### src/rtl/sram_like_arbiter.sv
// Two-client (inst/data) sram-like arbiter onto one memory port, one transaction in flight.
// Define ARB_ROUND_ROBIN_EN to alternate priority on conflicts; default is data-over-inst.
module sram_like_arbiter #(
  parameter int ADDR_WIDTH = 32
) (
  input  logic                  clk,
  input  logic                  rst,
  input  logic                  inst_req,
  input  logic                  inst_wr,
  input  logic [1:0]            inst_size,
  input  logic [ADDR_WIDTH-1:0] inst_addr,
  input  logic [31:0]           inst_wdata,
  output logic [31:0]           inst_rdata,
  output logic                  inst_addr_ok,
  output logic                  inst_data_ok,
  input  logic                  data_req,
  input  logic                  data_wr,
  input  logic [1:0]            data_size,
  input  logic [ADDR_WIDTH-1:0] data_addr,
  input  logic [31:0]           data_wdata,
  output logic [31:0]           data_rdata,
  output logic                  data_addr_ok,
  output logic                  data_data_ok,
  output logic                  mem_req,
  output logic                  mem_wr,
  output logic [1:0]            mem_size,
  output logic [ADDR_WIDTH-1:0] mem_addr,
  output logic [31:0]           mem_wdata,
  input  logic [31:0]           mem_rdata,
  input  logic                  mem_addr_ok,
  input  logic                  mem_data_ok,
  output logic                  busy
);

  typedef enum logic [1:0] {IDLE, ADDR, DATA} state_e;

  state_e state_q;
  logic   owner_q;   // 0 = inst, 1 = data
  logic   any_req, win, sel, addr_hs, data_hs;

  assign any_req = inst_req | data_req;

`ifdef ARB_ROUND_ROBIN_EN
  logic last_q;
  assign win = data_req & (~inst_req | ~last_q);
`else
  assign win = data_req;
`endif

  // Arbitration only happens in IDLE; afterwards the owner holds the port.
  assign sel = (state_q == IDLE) ? win : owner_q;

  always_comb begin
    mem_req   = rst & ((state_q == ADDR) | ((state_q == IDLE) & any_req));
    mem_wr    = sel ? data_wr    : inst_wr;
    mem_size  = sel ? data_size  : inst_size;
    mem_addr  = sel ? data_addr  : inst_addr;
    mem_wdata = sel ? data_wdata : inst_wdata;
  end

  assign addr_hs      = mem_req & mem_addr_ok;
  assign data_hs      = rst & (state_q == DATA) & mem_data_ok;
  assign inst_addr_ok = addr_hs & ~sel;
  assign data_addr_ok = addr_hs &  sel;
  assign inst_data_ok = data_hs & ~owner_q;
  assign data_data_ok = data_hs &  owner_q;
  assign inst_rdata   = mem_rdata;
  assign data_rdata   = mem_rdata;
  assign busy         = rst & (state_q != IDLE);

  always_ff @(posedge clk or negedge rst) begin
    if (!rst) begin
      state_q <= IDLE;
      owner_q <= 1'b0;
`ifdef ARB_ROUND_ROBIN_EN
      last_q  <= 1'b0;
`endif
    end else begin
      case (state_q)
        IDLE: if (any_req) begin
          owner_q <= win;
`ifdef ARB_ROUND_ROBIN_EN
          last_q  <= win;
`endif
          state_q <= mem_addr_ok ? DATA : ADDR;
        end
        ADDR: if (mem_addr_ok) state_q <= DATA;
        DATA: if (mem_data_ok) state_q <= IDLE;
        default: state_q <= IDLE;
      endcase
    end
  end

endmodule
### config.mk
export PLATFORM = sky130hd
export DESIGN_NAME = sram_like_arbiter
export DESIGN_NICKNAME = d
export VERILOG_FILES = /design/src/rtl/sram_like_arbiter.sv
export SDC_FILE = /design/constraint.sdc
export NUM_CORES = 1
export LEC_CHECK = 0
export ABC_AREA = 1
export ABC_CLOCK_PERIOD_IN_PS = 1400
export CORE_AREA = 2 2 119 121
export CTS_BUF_LIST = sky130_fd_sc_hd__clkbuf_16
export DETAILED_ROUTE_END_ITERATION = 8
export DIE_AREA = 0 0 121 123
export GPL_ROUTABILITY_DRIVEN = 1
export MAX_ROUTING_LAYER = met4
export PLACE_DENSITY = 0.61
export SLEW_MARGIN = 20
export SYNTH_ARGS = -nofsm -noshare
export SYNTH_HDL_FRONTEND = slang
export SYNTH_SLANG_ARGS = --single-unit
### constraint.sdc
create_clock -name clk -period 1.4 [get_ports clk]
set_input_delay 0.14 -clock clk [delete_from_list [all_inputs] [get_ports clk]]
set_output_delay 0.14 -clock clk [all_outputs]
set_load 0.02 [all_outputs]
==> summary.txt <==
Synth
  • Synthesized cell area: 1830 sq um
  • Post-synthesis area per instance: 5.56 sq um
  • Post-synthesis sequential area ratio: 0.0411
  • Synth area leaders: nand3_1, buf_4, nand2_1
  • Yosys warnings: 0
  • Post-synthesis cell type count: 15
  • Post-synth top area share: 0.370
  • Area leader, netlist: nand3_1
  • Post-Synthesis Cells: 329
  • Syn Nets: 501
  • #FFs+latches synth: 3

Flow run
  • Maxcap violations: 0

Routing
  • Max layer used: met4
  • Via count of the routed design: 2,904
  • Pre-antenna DRT Iters: 5
  • Routed Antenna Nets: 0
  • Iteration-0 DRC count of the detailed router: 89
  • WL met2: 5.30 mm
  • Routed WL per cell: 15.9 um
  • WL met3: 1.21 mm
  • DR vias/cell: 4.37
  • Drt total wl: 10.6 mm
  • Number of remaining DRC errors: 0
  • Met1 WL: 3.82 mm

Timing
  • Slew headroom: 0.850
  • RSZ-0062 raised after global routing: yes
  • Worst Clk Skew: 1.32 ps
  • Final period demand of the worst path: 1660 ps
  • Max Slew Vio Count: 0
  • Final Cycle Share: 1.19
  • PnR worst setup slack: -261 ps
  • Slew at the pin with the worst max-slew slack: 225 ps
  • Endpoints failing hold: 0
  • Fmax: 602 MHz
  • Final setup fails: 71
  • Setup TNS: -14,050 ps

Floorplanning
  • Die width: 121 um
  • Initial Utilization: 0.134
  • Num rows: 43
  • IO Pins: 309
  • Core area: 13,600 sq um
  • Die ar.: 14,900 sq um
  • Die Ht: 123 um

Final layout
  • Fin cells: 664
  • Commonest non-fill, non-tap cell in the layout: clkdlybuf4s50_1
  • Layout cell share with drive strength beyond 1: 0.329
  • Fin area: 4280 sq um
  • Most frequent cells in the layout: clkdlybuf4s50_1, nand3_1, nand2_1, buf_6, buf_4
  • Area Growth Syn to Fin: 134%
  • Antenna cell count: 0
  • Final Net Count: 657
  • Fillers: 1,465

Global route
  • Antenna violations before repair: 0
  • GR Overflow Total: 0
  • Largest net degree at the start of global routing: 39
  • Total Routing Usage GR: 0.101
  • First-pass GRT wire length: 11.9 mm
  • Vias in the first global route: 2,518

Run status
  • Failing checks: negative setup slack
  • Status: finished, violations left

Placement
  • IO Port Bufs: 212
  • Hpwl dp: 6.81 mm
  • Dpl cells: 648
  • Placer Congestion: 0.752
  • DP Area: 3740 sq um

Critical path
  • Critical Path AT: 1520 ps
  • Critical Path Sink Type: primary output
  • Slowest-stage cell, CP: dfrtp_1
  • CP most frequent cell: buf_6
  • CP required: 1260 ps
  • Worst Path Max Fanout: 8
  • CP Launch Type: flip-flop
  • Crit path kind: reg -> out
  • Crit-path cells: inv_2 -> nand2_4 -> nand2_8 -> buf_12 -> buf_6 -> nand3_1 -> nand2_1 -> buf_6
  • Critical path's largest stage delay: 410 ps

Power and ir drop
  • Worst VDD drop: 0.000443 V
  • Pwr Density: 1010 nW/um^2
  • LEAKAGE: 2.05 nW
  • Total Power: 4.34 mW

CTS
  • Sinks on Clock Net: 3
  • CTS Buffer Depth: 2
  • Worst-Skew Late Latency: 220 ps
  • H-tree Lvls: 1
  • CTS clk-pin slew, worst paths: 30 ps
  • CTS tree: yes
  • Cts bufs inserted: 3
  • CTS root buf: clkbuf_16

Worst hold path
  • Hold Crit Class: in -> async
cells in the mapped netlist, drive strengths merged:
| cell type | instances |
|---|---|
| inv | 6 |
| nor2 | 9 |
| nand3b | 1 |
| nand4 | 1 |
| and2 | 2 |
| dfrtp | 3 |
| nand3 | 135 |
| nand2 | 79 |
| buf | 92 |
| o21ai | 1 |
power by group:
group,switching (mW),leakage [nW],internal [mW]
registers,0.0233,0.0345,0.103
logic,1.93,1.97,1.84
clock network,0.0823,0.0423,0.369
final cells by class:
type	count	area, sq um	share of cell area
multi-input cells	228	1290	0.302
inverters	6	22.5	0.00526
well taps	180	225	0.0526
flip-flops and latches	3	76.3	0.0178
clock inverters	1	3.75	0.000876
clock buffers	3	75.1	0.0175
repair buffers	243	2580	0.604
per-layer routing:
metal	GRT usage	up-vias
met2	0.185	207
met3	0.0318	36
met1	0.100	1314
li1	-	1347
met5	-	-
met4	0.0371	0
repair_timing:
action / CTS / global route
hold buffers: 0 / 0
setup buffers: 0 / 1
pin swaps: 0 / 17
endpoints found under the setup margin: 73 / 73
gates resized for setup: 281 / 172
gates cloned: 0 / 11
endpoints found under the hold margin: 0 / 0
sequential cells by signal, indices dropped and copies added, names as in the netlist:
register  flops
state_q       2
owner_q       1
logic make-up (layout without fill, tap and decap cells):
| group | Yosys count | in the layout | share of synthesized area |
|---|---|---|---|
| buf+inv | 98 | 253 | 0.381 |
| compound gates | 1 | 1 | 0.00274 |
| flops | 3 | 3 | 0.0411 |
| simple gates | 227 | 227 | 0.576 |
worst max-delay path, delay by kind of cell, from the launching register on:
kind | cells | cell delay, ps
buffers and inverters | 4 | 480
AND/OR/NAND/NOR | 4 | 380
flip-flops | 1 | 410
per-stage QoR:
step	worst slack, ps	hold slack, ps	util
finish	-261	248	0.315
global route	-305	269	0.315
CTS	-310	250	0.277
detailed placement	-645	280	0.275
global placement	-625	280	0.275
floorplan	87.8	-156	-
final timing paths:
| check | slack, ps | cells after the start | end | startpoint |
|---|---|---|---|---|
| setup / recovery | -260 | 8 | mem_addr[4] | state_q[1] |
| hold / removal | 250 | 2 | state_q[0] | rst |
| min in group clk | 280 | 0 | inst_rdata[7] | mem_rdata[7] |
| max in group asynchronous | 1050 | 2 | owner_q | rst |
| setup reg to reg | 90 | 7 | owner_q | state_q[1] |
| hold reg to reg | 790 | 3 | state_q[0] | state_q[1] |
No activity file was read; power rests on OpenSTA's default activity.
